<file path="src/rtl/err_log_pkg.sv">
// Shared types for the error-event logger: log entry layout, firmware-visible error codes.
// No logic; widths here match the default err_log configuration.
package err_log_pkg;

    localparam int NUM_SRC_DEF = 4;
    localparam int CODE_W_DEF  = 4;
    localparam int TS_W_DEF    = 32;
    localparam int SRC_W       = $clog2(NUM_SRC_DEF);

    typedef struct packed {
        logic [SRC_W-1:0]      src;
        logic [CODE_W_DEF-1:0] code;
        logic [TS_W_DEF-1:0]   ts;
    } entry_t;

    typedef enum logic [CODE_W_DEF-1:0] {
        ERROR_CLEARED       = 4'd0,
        UART_RX_OVERFLOW    = 4'd1,
        ANOTHER_CMD_PENDING = 4'd2,
        ANOTHER_CMD_IN_RX   = 4'd3,
        UNEXPECTED_CHAR     = 4'd4,
        ILLEGAL_CMD_CHAR    = 4'd5,
        INVALID_ANUM        = 4'd6,
        ADC0_CMD_DROPPED    = 4'd7,
        ADC1_CMD_DROPPED    = 4'd8,
        DAC0_CMD_DROPPED    = 4'd9,
        DAC1_CMD_DROPPED    = 4'd10,
        INVALID_CMD_ID      = 4'd11
    } err_code_e;

    // Index width that stays legal for a single-source build.
    function automatic int idx_w(input int n);
        return (n > 1) ? $clog2(n) : 1;
    endfunction

endpackage

</file>
<file path="src/rtl/fifo_sync.sv">
// Generic synchronous first-word-fall-through FIFO with registered full/empty/fill.
// Latency: a push is visible at pop_dat the cycle after it is written.
// Backpressure: push_rdy drops when full unless a pop frees a slot in the same cycle.
module fifo_sync #(
    parameter int WIDTH = 8,
    parameter int DEPTH = 16
) (
    input  logic                     clk,
    input  logic                     rst,
    input  logic                     flush,
    input  logic                     push_vld,
    output logic                     push_rdy,
    input  logic [WIDTH-1:0]         push_dat,
    output logic                     pop_vld,
    input  logic                     pop_rdy,
    output logic [WIDTH-1:0]         pop_dat,
    output logic [$clog2(DEPTH):0]   fill
);

    localparam int AW = $clog2(DEPTH);
    localparam int FW = AW + 1;

    logic [WIDTH-1:0] mem [DEPTH];
    logic [AW-1:0]    wr_ptr;
    logic [AW-1:0]    rd_ptr;
    logic [FW-1:0]    fill_q;
    logic [FW-1:0]    fill_nxt;
    logic             full_q;
    logic             empty_q;
    logic             do_push;
    logic             do_pop;

    assign do_pop   = pop_rdy & ~empty_q;
    assign push_rdy = ~full_q | do_pop;
    assign do_push  = push_vld & push_rdy;
    assign pop_vld  = ~empty_q;
    assign pop_dat  = mem[rd_ptr];
    assign fill     = fill_q;

    always_comb begin
        fill_nxt = fill_q;
        case ({do_push, do_pop})
            2'b10:   fill_nxt = fill_q + FW'(1);
            2'b01:   fill_nxt = fill_q - FW'(1);
            default: fill_nxt = fill_q;
        endcase
    end

    always_ff @(posedge clk) begin
        if (do_push && !flush) begin
            mem[wr_ptr] <= push_dat;
        end
    end

    always_ff @(posedge clk) begin
        if (rst || flush) begin
            wr_ptr  <= '0;
            rd_ptr  <= '0;
            fill_q  <= '0;
            full_q  <= 1'b0;
            empty_q <= 1'b1;
        end else begin
            if (do_push) wr_ptr <= wr_ptr + AW'(1);
            if (do_pop)  rd_ptr <= rd_ptr + AW'(1);
            fill_q  <= fill_nxt;
            full_q  <= (fill_nxt == FW'(DEPTH));
            empty_q <= (fill_nxt == '0);
        end
    end

endmodule

</file>
<file path="src/rtl/err_log.sv">
// Multi-source error-code transition logger: per-source pending slot, round-robin into a timestamped FIFO.
// Latency: two cycles from a code change to rd_valid, longer under contention or a full FIFO.
// Backpressure: full FIFO stalls grants; pending slots hold and later events overwrite them, counted in drop_cnt.
module err_log
    import err_log_pkg::*;
#(
    parameter int NUM_SRC   = 4,
    parameter int CODE_W    = 4,
    parameter int DEPTH     = 16,
    parameter int TS_W      = 32,
    parameter int LOG_CLEAR = 0
) (
    input  logic                            clk,
    input  logic                            rst,
    input  logic [NUM_SRC-1:0][CODE_W-1:0]  src_err,
    input  logic                            clr,
    input  logic [NUM_SRC-1:0]              sticky_clr,
    output logic                            rd_valid,
    input  logic                            rd_ready,
    output logic [idx_w(NUM_SRC)-1:0]       rd_src,
    output logic [CODE_W-1:0]               rd_code,
    output logic [TS_W-1:0]                 rd_ts,
    output logic [$clog2(DEPTH):0]          fill,
    output logic [NUM_SRC-1:0]              sticky,
    output logic [15:0]                     drop_cnt,
    output logic                            irq
);

    localparam int IDX_W = idx_w(NUM_SRC);

    typedef struct packed {
        logic [IDX_W-1:0]  src;
        logic [CODE_W-1:0] code;
        logic [TS_W-1:0]   ts;
    } log_entry_t;

    logic [TS_W-1:0]                  ts_q;
    logic [NUM_SRC-1:0][CODE_W-1:0]   prev_q;
    logic [NUM_SRC-1:0][CODE_W-1:0]   slot_code_q;
    logic [NUM_SRC-1:0][TS_W-1:0]     slot_ts_q;
    logic [NUM_SRC-1:0]               slot_vld_q;
    logic [NUM_SRC-1:0]               sticky_q;
    logic [15:0]                      drop_q;
    logic [IDX_W-1:0]                 rr_q;

    logic [NUM_SRC-1:0]               evt;
    logic [NUM_SRC-1:0]               sticky_set;
    logic [NUM_SRC-1:0]               ovr;
    logic [NUM_SRC-1:0]               gnt_oh;
    logic [IDX_W-1:0]                 gnt_idx;
    logic [IDX_W-1:0]                 cand;
    logic                             gnt_vld;
    logic [16:0]                      drop_sum;
    logic [15:0]                      drop_nxt;

    logic                             push_rdy;
    logic                             fifo_vld;
    log_entry_t                       push_dat;
    log_entry_t                       pop_dat;
    log_entry_t                       last_q;
    log_entry_t                       rd_ent;

    always_comb begin
        evt        = '0;
        sticky_set = '0;
        for (int i = 0; i < NUM_SRC; i++) begin
            evt[i]        = (src_err[i] != prev_q[i]) && ((src_err[i] != '0) || (LOG_CLEAR != 0));
            sticky_set[i] = evt[i] && (src_err[i] != '0);
        end
    end

    // Scan from the highest offset down so the slot closest to rr_q wins.
    always_comb begin
        gnt_vld = 1'b0;
        gnt_idx = '0;
        cand    = '0;
        for (int k = NUM_SRC - 1; k >= 0; k--) begin
            cand = IDX_W'((int'(rr_q) + k) % NUM_SRC);
            if (slot_vld_q[cand] && push_rdy && !clr) begin
                gnt_vld = 1'b1;
                gnt_idx = cand;
            end
        end
        gnt_oh          = '0;
        gnt_oh[gnt_idx] = gnt_vld;
    end

    always_comb begin
        ovr      = evt & slot_vld_q & ~gnt_oh;
        drop_sum = 17'(drop_q);
        for (int i = 0; i < NUM_SRC; i++) begin
            drop_sum = drop_sum + 17'(ovr[i]);
        end
        drop_nxt = (drop_sum > 17'h0FFFF) ? 16'hFFFF : drop_sum[15:0];
    end

    always_comb begin
        push_dat.src  = gnt_idx;
        push_dat.code = slot_code_q[gnt_idx];
        push_dat.ts   = slot_ts_q[gnt_idx];
    end

    always_ff @(posedge clk) begin
        if (rst) begin
            ts_q        <= '0;
            prev_q      <= '0;
            slot_vld_q  <= '0;
            slot_code_q <= '0;
            slot_ts_q   <= '0;
            sticky_q    <= '0;
            drop_q      <= '0;
            rr_q        <= '0;
            last_q      <= '0;
        end else begin
            ts_q     <= ts_q + TS_W'(1);
            prev_q   <= src_err;
            sticky_q <= (sticky_q & ~sticky_clr) | sticky_set;
            if (fifo_vld) last_q <= pop_dat;
            if (clr) begin
                slot_vld_q <= '0;
                drop_q     <= '0;
            end else begin
                drop_q <= drop_nxt;
                if (gnt_vld) begin
                    rr_q <= (gnt_idx == IDX_W'(NUM_SRC - 1)) ? '0 : gnt_idx + IDX_W'(1);
                end
                // A new event reloads the slot even when its old entry is granted this cycle.
                for (int i = 0; i < NUM_SRC; i++) begin
                    if (evt[i]) begin
                        slot_vld_q[i]  <= 1'b1;
                        slot_code_q[i] <= src_err[i];
                        slot_ts_q[i]   <= ts_q;
                    end else if (gnt_oh[i]) begin
                        slot_vld_q[i]  <= 1'b0;
                    end
                end
            end
        end
    end

    fifo_sync #(
        .WIDTH ($bits(log_entry_t)),
        .DEPTH (DEPTH)
    ) u_fifo (
        .clk      (clk),
        .rst      (rst),
        .flush    (clr),
        .push_vld (gnt_vld),
        .push_rdy (push_rdy),
        .push_dat (push_dat),
        .pop_vld  (fifo_vld),
        .pop_rdy  (rd_ready),
        .pop_dat  (pop_dat),
        .fill     (fill)
    );

    // Head output holds the last presented entry once the FIFO drains.
    assign rd_ent   = fifo_vld ? pop_dat : last_q;
    assign rd_valid = fifo_vld;
    assign rd_src   = rd_ent.src;
    assign rd_code  = rd_ent.code;
    assign rd_ts    = rd_ent.ts;
    assign sticky   = sticky_q;
    assign drop_cnt = drop_q;
    assign irq      = fifo_vld | (drop_q != '0);

endmodule
</file>
<file path="config.mk">
export PLATFORM = sky130hd
export DESIGN_NAME = err_log
export DESIGN_NICKNAME = d
export VERILOG_FILES = /design/src/rtl/err_log_pkg.sv /design/src/rtl/fifo_sync.sv /design/src/rtl/err_log.sv
export SDC_FILE = /design/constraint.sdc
export NUM_CORES = 1
export LEC_CHECK = 0
export ABC_AREA = 1
export CAP_MARGIN = 20
export CORE_AREA = 2 2 342 344
export CTS_CLUSTER_DIAMETER = 80
export DETAILED_ROUTE_END_ITERATION = 16
export DIE_AREA = 0 0 344 346
export GPL_ROUTABILITY_DRIVEN = 0
export MAX_ROUTING_LAYER = met4
export PLACE_DENSITY_LB_ADDON = 0.15
export RECOVER_POWER = 25
export SLEW_MARGIN = 20
export SYNTH_ARGS = -nofsm -noshare
export SYNTH_HDL_FRONTEND = slang
export SYNTH_SLANG_ARGS = --single-unit
</file>
<file path="constraint.sdc">
create_clock -name clk -period 4.7 [get_ports clk]
set_input_delay 0.47 -clock clk [delete_from_list [all_inputs] [get_ports clk]]
set_output_delay 0.47 -clock clk [all_outputs]
set_load 0.01 [all_outputs]
</file>
### Yosys cells after proc, flatten, opt, wreduce, memory -nomap -nowiden

Memories as Yosys holds them, arrays and structs flattened. A register that Yosys moved wholly into a read port is not among the register bits.
Cells that the tools add are included.

* memory bits (writable): 608
* ROM bits: 0
* memories: 1
* bits in registers: 271
* logic and storage cells: 145
* latch bits: 0

* multipliers: 0
* shift-type cells: 0
* equality and inequality tests: 8
* bitwise logic cells: 14
* muxes and demuxes: 38
* reductions and logical operators: 36
* $add $sub $neg: 13
* order comparisons: 7
* divide/modulo/power cells: 0

Memories
* u_fifo.mem: depth 16, bits a word 38, rd ports 1, clocked after Yosys merged registers in 1, write ports 1, line fifo_sync.sv:23 `logic [WIDTH-1:0] mem [DEPTH];`

Operators by type and width (number)
* $bmux W32 S2: 1
* $add A17 B1 Y17: 3
* $mux W38: 1
* $add A32 B1 Y32 const B: 1
* $mux W32: 1
* $mux W1: 19
* $logic_and A1 B1 Y1: 18
* $add A16 B1 Y17: 1
* $gt A17 B16 Y1 const B: 1
* $and A4 B4 Y4: 4
* $mux W16: 1
* $ne A4 B4 Y1: 4
* $reduce_bool A16 Y1: 1
* $reduce_bool A4 Y1: 4
* $lt A2 B3 Y1 const B: 5
* $mux W4: 3
* $mux W2: 5
* $pmux W5 S2: 1
* $reduce_and A2 Y1: 5
* $add A4 B1 Y4 const B: 2
* $bmux W1 S2: 4
* $bmux W4 S2: 1
* $not A4 Y4: 2
* $reduce_bool A2 Y1: 4
* 17 further kinds: 24

### Depth between registers and ports, before layout

* word-level depth: 22
* mapped depth: 30
* gate-level depth less buffers: 28

### Cells and area by module

From an unflattened synthesis, not the netlist that was laid out.

* cells, all modules: 3351
* area total of the unflattened synthesis: 36754.0 µm²

By module, submodules not included
* fifo_sync: cells each 1747, instances 1, area each 25216.7 µm²
* err_log: cells each 1604, instances 1, area each 11537.3 µm²

### Worst setup path after synthesis

Ideal clock, no wire load.

* path type: input -> register
* start point: input rd_ready
* end point: register drop_q[13] (netlist: drop_cnt[13])
* stages: 27
* required time: 4.643 ns
* setup time: 0.057 ns
* arrival: 3.922 ns
* slack: 0.722 ns
* cell sequence: nand2_2 > a21oi_4 > nand2_1 > nor2_1 > nand3_1 > nand2_1 > nand2_1 > nand2_2 > inv_4 > buf_2 > ha_1 > nand2_1 > nand3_1 > fa_1 > fa_1 > inv_1 > fa_1 > nand3_1 > nor2_1 > nand3_1 > nor2_1 > nand2_1 > inv_1 > nand3_1 > nand3_1 > nand2_1 > inv_1

* word-level cells in the longest chain between the ends: 21

RTL lines
* start: declaration: line err_log.sv:19 `input logic rd_ready,`
* $and A1 B1 Y1 (*): line fifo_sync.sv:33 `assign do_pop = pop_rdy & ~empty_q;`
* $or A1 B1 Y1 (*): line fifo_sync.sv:34 `assign push_rdy = ~full_q | do_pop;`
* $logic_and A1 B1 Y1 (2 in series): line err_log.sv:79 `if (slot_vld_q[cand] && push_rdy && !clr) begin`
* $mux W2 (4 in series): line err_log.sv:79
* $lt A2 B3 Y1 (not written as such) or $ge A2 B1 Y1 (tied branches): line err_log.sv:85 `gnt_oh[gnt_idx] = gnt_vld;`
* $logic_and A1 B1 Y1 (not written as such): line err_log.sv:85
* $mux W1 (not written as such): line err_log.sv:85
* $demux W1 S2: line err_log.sv:85
* $and A4 B4 Y4 (no source line) (*)
* $not A4 Y4 (*): line err_log.sv:89 `ovr = evt & slot_vld_q & ~gnt_oh;`
* $and A4 B4 Y4 (*): line err_log.sv:89
* $add A16 B1 Y17: line err_log.sv:92 `drop_sum = drop_sum + 17'(ovr[i]);`
* $add A17 B1 Y17 (2 in series): line err_log.sv:92
* $add A17 B1 Y17 (*): line err_log.sv:92
* $gt A17 B16 Y1: line err_log.sv:94 `drop_nxt = (drop_sum > 17'h0FFFF) ? 16'hFFFF : drop_sum[15:0];`
* $mux W16 (*): line err_log.sv:94
* end signal: assignment: line err_log.sv:123 `drop_q <= drop_nxt;`
* end: declaration: line err_log.sv:43 `logic [15:0] drop_q;`

Mark *: on every way between the ends. The rest lies on a longest branch, timed or not.
A chain may end at the register's enable or synchronous reset.

==> results list <==
* Total Wirelength: between 100000 and 150000 um
- The number of max-slew violations in the final report came to 370.
- In this run, synthesis produced a sequential element count of between 800 and 900.
- Entering global routing, the biggest net connects ~160 pins.
- Using the TritonRoute via totals, the vias-per-cell ratio works out to 4.940.
- TritonCTS built the clock tree.
* Number of input and output port buffers inserted: 88
- Hold is met by 0.4381 ns.
- Met2 capacity usage during global routing: between 20% and 30%
- Of the total power, the clock network draws 31.8%.
- Worst R2R End: drop_cnt[13]
* Number of primary I/O pins: a little under 90
- Post-synthesis instance area: 35490 um^2
- Per-instance average area after synthesis: 10.69 um^2
- Sort of element at the end of the critical path: flip-flop
- Wire per inst: 20.82 um
- Count of warnings emitted by yosys: 0
- Summed over all nets, the half-perimeter wirelength after detailed placement is ~54000 um.
- First-pass GRT wire length: 155900 um
- Filler Cell Count: between 10000 and 15000
- Final worst-path setup slack: 0.4903 ns
* Area growth from synthesis to layout: 16.67%
* Detailed Route Iter0 Violations: 1857
* CP Max Fanout: 73
- Number of buffers created by CTS: 100
- Cells after Synth: 3319
* Required time worst endpoint: approximately 5.2 ns
- Leak: 14.38 nW
- Most used flip-flop cell after synthesis: sky130_fd_sc_hd__edfxtp_1
- The flow ran to the end, but the final reports show violations.
- At the end of the flow, the number of nets in the layout was 3408.
* Ys async rst share: 0%
- Counting tap cells, the placed design contains a total of 4789 instances.
- The tool flagged a number of max-cap violations equal to 9.
- Number of routed nets with antenna violations: 0
- Ordered list of cells on the worst path: clkbuf_1, inv_2, buf_4, o21ai_0, a21oi_1
- Final total power: 24.06 mW
* Final Cycle Share: 89.57%
- The startpoint identified for the worst register-to-register timing path is rr_q[1].
- Hold wc startpoint: sticky_clr[3]
* Maximum level of the CTS H-tree: 3
- Global routing used about 2.4% of the available met3 tracks.
- For the final routed database, the setup TNS stands at 0 ns.
- Number of hold buffers added after CTS: 0
- Post-CTS resize count: 0
- Headroom to the max-slew limit: -105.2%
- Total iterations of the first detailed-routing run: 5
- Startpoint Class: input port
* RSZ-0062 raised after global routing: false
- Counting distinct cell types in the post-synthesis netlist gives 38.
- Sinks on the clock net: 883
- On the final layout, the worst clock skew is around 0.021 ns.
- Yosys mapped a number of flops with a built-in enable equal to a little over 600.
- Min-delay worst type: input port to flip-flop
* Violated checks: max-capacitance violations, max-slew violations
- For this block, the via count after detailed routing is between 20000 and 25000.
- Core outline area: 115400 um^2
- On the worst path, the slowest cell contributes a delay of 2.13 ns.
* Syn_nets: around 3400
- Data arrival at the endpoint of the critical path: ~4.7 ns
* Combined global-route utilization of all metal layers: around 18%
- Final setup violation count: 0
- The critical path in this run is classified as input port to flip-flop.
* Die width: 344 um
- The share of total power dissipated in combinational logic is 23.4%.
- The slowest stage of the critical path belongs to the cell sky130_fd_sc_hd__clkbuf_1.
* Switching Power: approximately 7.6 mW
* Clock Path Buffers: 3
- Summed over all layers, the global routing overflow is 0.
- Internal power contribution: 16.45 mW
- Fraction of layout instances using a drive strength above 1: under 10%
- CTS placed an instance of sky130_fd_sc_hd__clkbuf_16 at the clock tree root.
- Timing would allow up to 237.5 MHz.
* GRT met1 Usage: 23.52%
- In this run the most used layer during global routing was met2.
* Worst-case reg-to-reg path depth: 28
- The floorplan step set the die height to 346 um.
* Sequential area share after synthesis: 66.96%
- The floorplan has roughly 130 rows.
- Clock Latency Late Sink: 0.66 ns
- Clock-pin slew was measured on the worst setup and hold paths at 0.06 ns.
* Worst Max-Slew Pin Slew: 3.078 ns
- Setup slack on the worst reg-to-reg path comes out at 0.59 ns.
- The number of antenna violations at the first check in global routing is 3.
* Count of final hold-check violations: 0
- For this configuration, the core starts out at a cell density of 30.74%.
- Die area: between 100000 and 150000 um^2
- End point of the critical path: slot_ts_q[48]
- The via count of the first global-routing pass was 24420.
* Fraction of power spent switching nets: 31.60%
* Count of placed standard cells in the final layout, fillers left out: 4976
* Setup crit start: rst
* Power Dens Cells: around 580 nW/um^2
- Post-CTS Setup Inserts: 0
- Remaining routing DRC violations: 0
- Peak supply drop: 457.2 uV
- Before CTS, the worst setup slack after placement is between 0.1 and 0.15 ns.
- Post-layout min period: 4.210 ns
* Flop pwr share: ~45%
==> logic make-up (layout without fill, tap and decap cells) <==
| family | count (synthesis) | count (layout) | share of synthesized area, % |
|---|---|---|---|
| flip-flops | 883 | 883 | 66.96 |
| AO/OA/AOI/OAI | 913 | 913 | 14.83 |
| other | 0 | 1 | 0 |
| buffers and inverters | 422 | 554 | 4.785 |
| XOR/XNOR | 30 | 30 | 0.7404 |
| AND/OR/NAND/NOR | 1054 | 1054 | 12.00 |
| adder cells (fa/ha/maj) | 17 | 17 | 0.6840 |
==> worst min-delay path by stage <==
stage                                  to  slack, ns  cells after the start
after global routing            sticky[2]       0.42                      4
after global placement      slot_ts_q[99]       0.44                      2
after detailed placement    slot_ts_q[47]       0.44                      2
after CTS                      prev_q[11]       0.32                      2
final                           sticky[3]       0.44                      4
after floorplan           slot_code_q[12]       0.43                      2
==> synthesized netlist by cell type, types with 2 or more instances <==
library cell                 n  share of area, %
sky130_fd_sc_hd__edfxtp_1  608                51
sky130_fd_sc_hd__o21a_1      3             0.063
sky130_fd_sc_hd__inv_1     193               2.0
sky130_fd_sc_hd__buf_2      25              0.35
sky130_fd_sc_hd__nor2_1    417               4.4
sky130_fd_sc_hd__xor2_1      7              0.17
sky130_fd_sc_hd__a21oi_1   244               3.4
sky130_fd_sc_hd__nor2_2      2             0.035
sky130_fd_sc_hd__o22ai_1    16              0.28
sky130_fd_sc_hd__nand3_1   137               1.9
sky130_fd_sc_hd__xnor2_1    23              0.57
sky130_fd_sc_hd__clkbuf_1  166               1.8
sky130_fd_sc_hd__nand4_1    17              0.30
sky130_fd_sc_hd__nor3_1     27              0.38
sky130_fd_sc_hd__ha_1       13              0.46
sky130_fd_sc_hd__inv_2       3             0.032
sky130_fd_sc_hd__dfxtp_1   275                16
sky130_fd_sc_hd__buf_1      12              0.13
sky130_fd_sc_hd__o211ai_1   72               1.5
sky130_fd_sc_hd__nand2_1   439               4.6
sky130_fd_sc_hd__o221ai_1  125               3.1
sky130_fd_sc_hd__nor3b_1     3             0.063
sky130_fd_sc_hd__nand3b_1    3             0.063
sky130_fd_sc_hd__nand2_2     3             0.053
sky130_fd_sc_hd__o21ai_0   447               6.3
sky130_fd_sc_hd__nor4_1      3             0.053
sky130_fd_sc_hd__o21ai_1     3             0.042
sky130_fd_sc_hd__a211oi_1    2             0.042
sky130_fd_sc_hd__fa_1        4              0.23
sky130_fd_sc_hd__buf_4      19              0.40
==> cells in the final DEF (no fill, tap or decap), types with 17 or more instances in the layout <==
cell and n:
sky130_fd_sc_hd__edfxtp_1 608, sky130_fd_sc_hd__clkbuf_1 38, sky130_fd_sc_hd__nor3_1 27, sky130_fd_sc_hd__a21oi_1 244
sky130_fd_sc_hd__o221ai_1 125, sky130_fd_sc_hd__o21ai_0 448, sky130_fd_sc_hd__nand4_1 17, sky130_fd_sc_hd__xnor2_1 23
sky130_fd_sc_hd__inv_1 189, sky130_fd_sc_hd__nand3_1 138, sky130_fd_sc_hd__clkbuf_8 23, sky130_fd_sc_hd__buf_4 54
sky130_fd_sc_hd__clkdlybuf4s50_1 62, sky130_fd_sc_hd__dlygate4sd3_1 25, sky130_fd_sc_hd__nand2_1 438, sky130_fd_sc_hd__nor2_1 406
sky130_fd_sc_hd__clkbuf_16 101, sky130_fd_sc_hd__dfxtp_1 270, sky130_fd_sc_hd__o211ai_1 72
==> routing by layer <==
layer,wire [um],vias to the layer above
met5,0,-
met4,1945,0
met3,4242,131
met2,48990,441
met1,48410,12120
li1,-,11890
==> per-stage QoR <==
step	utilization [%]	cell area, um^2
floorplan	-	35490
global placement	33.23	38360
detailed placement	33.23	38360
CTS	36.03	41580
global route	35.87	41400
finish	35.87	41400
==> registers in the layout, summed over array words and instances (netlist names), named ones only <==
name / count
slot_ts_q: 128
rr_q: 2
slot_vld_q: 4
u_fifo.fill: 5
sticky: 4
u_fifo.wr_ptr: 4
u_fifo.rd_ptr: 4
u_fifo.mem: 608
ts_q: 32
slot_code_q: 16
u_fifo.full_q: 1
prev_q: 16
u_fifo.empty_q: 1
drop_cnt: 16
last_q: 38
==> critical path, delay by kind of cell <==
kind	cells	cell delay, ns
AOI/OAI and AO/OA	2	0.25
buffers and inverters	3	3.93
==> area by class of cell <==
cell class	count	area (um^2)	share of cell area (%)
antenna	1	2.502	0.006044
clock inverter	30	259.0	0.6255
inverter	198	757.0	1.828
sequential	883	23770	57.42
timing repair buffer	170	1624	3.923
tap	1524	1907	4.605
clock buffer	156	2964	7.159
multi-input combinational	2014	10120	24.43
==> power groups by stage <==
stage | clock network (mW) | registers, mW | logic (mW)
after CTS | 7.87 | 10.8 | 5.77
after global routing | 8.17 | 10.8 | 6.26
after global placement | 0 | 10.9 | 5.77
after floorplan | 0 | 10.9 | 3.16
final | 7.65 | 10.8 | 5.63
after detailed placement | 0 | 10.9 | 5.76
Note: power is estimated with default switching activity, not from simulation.
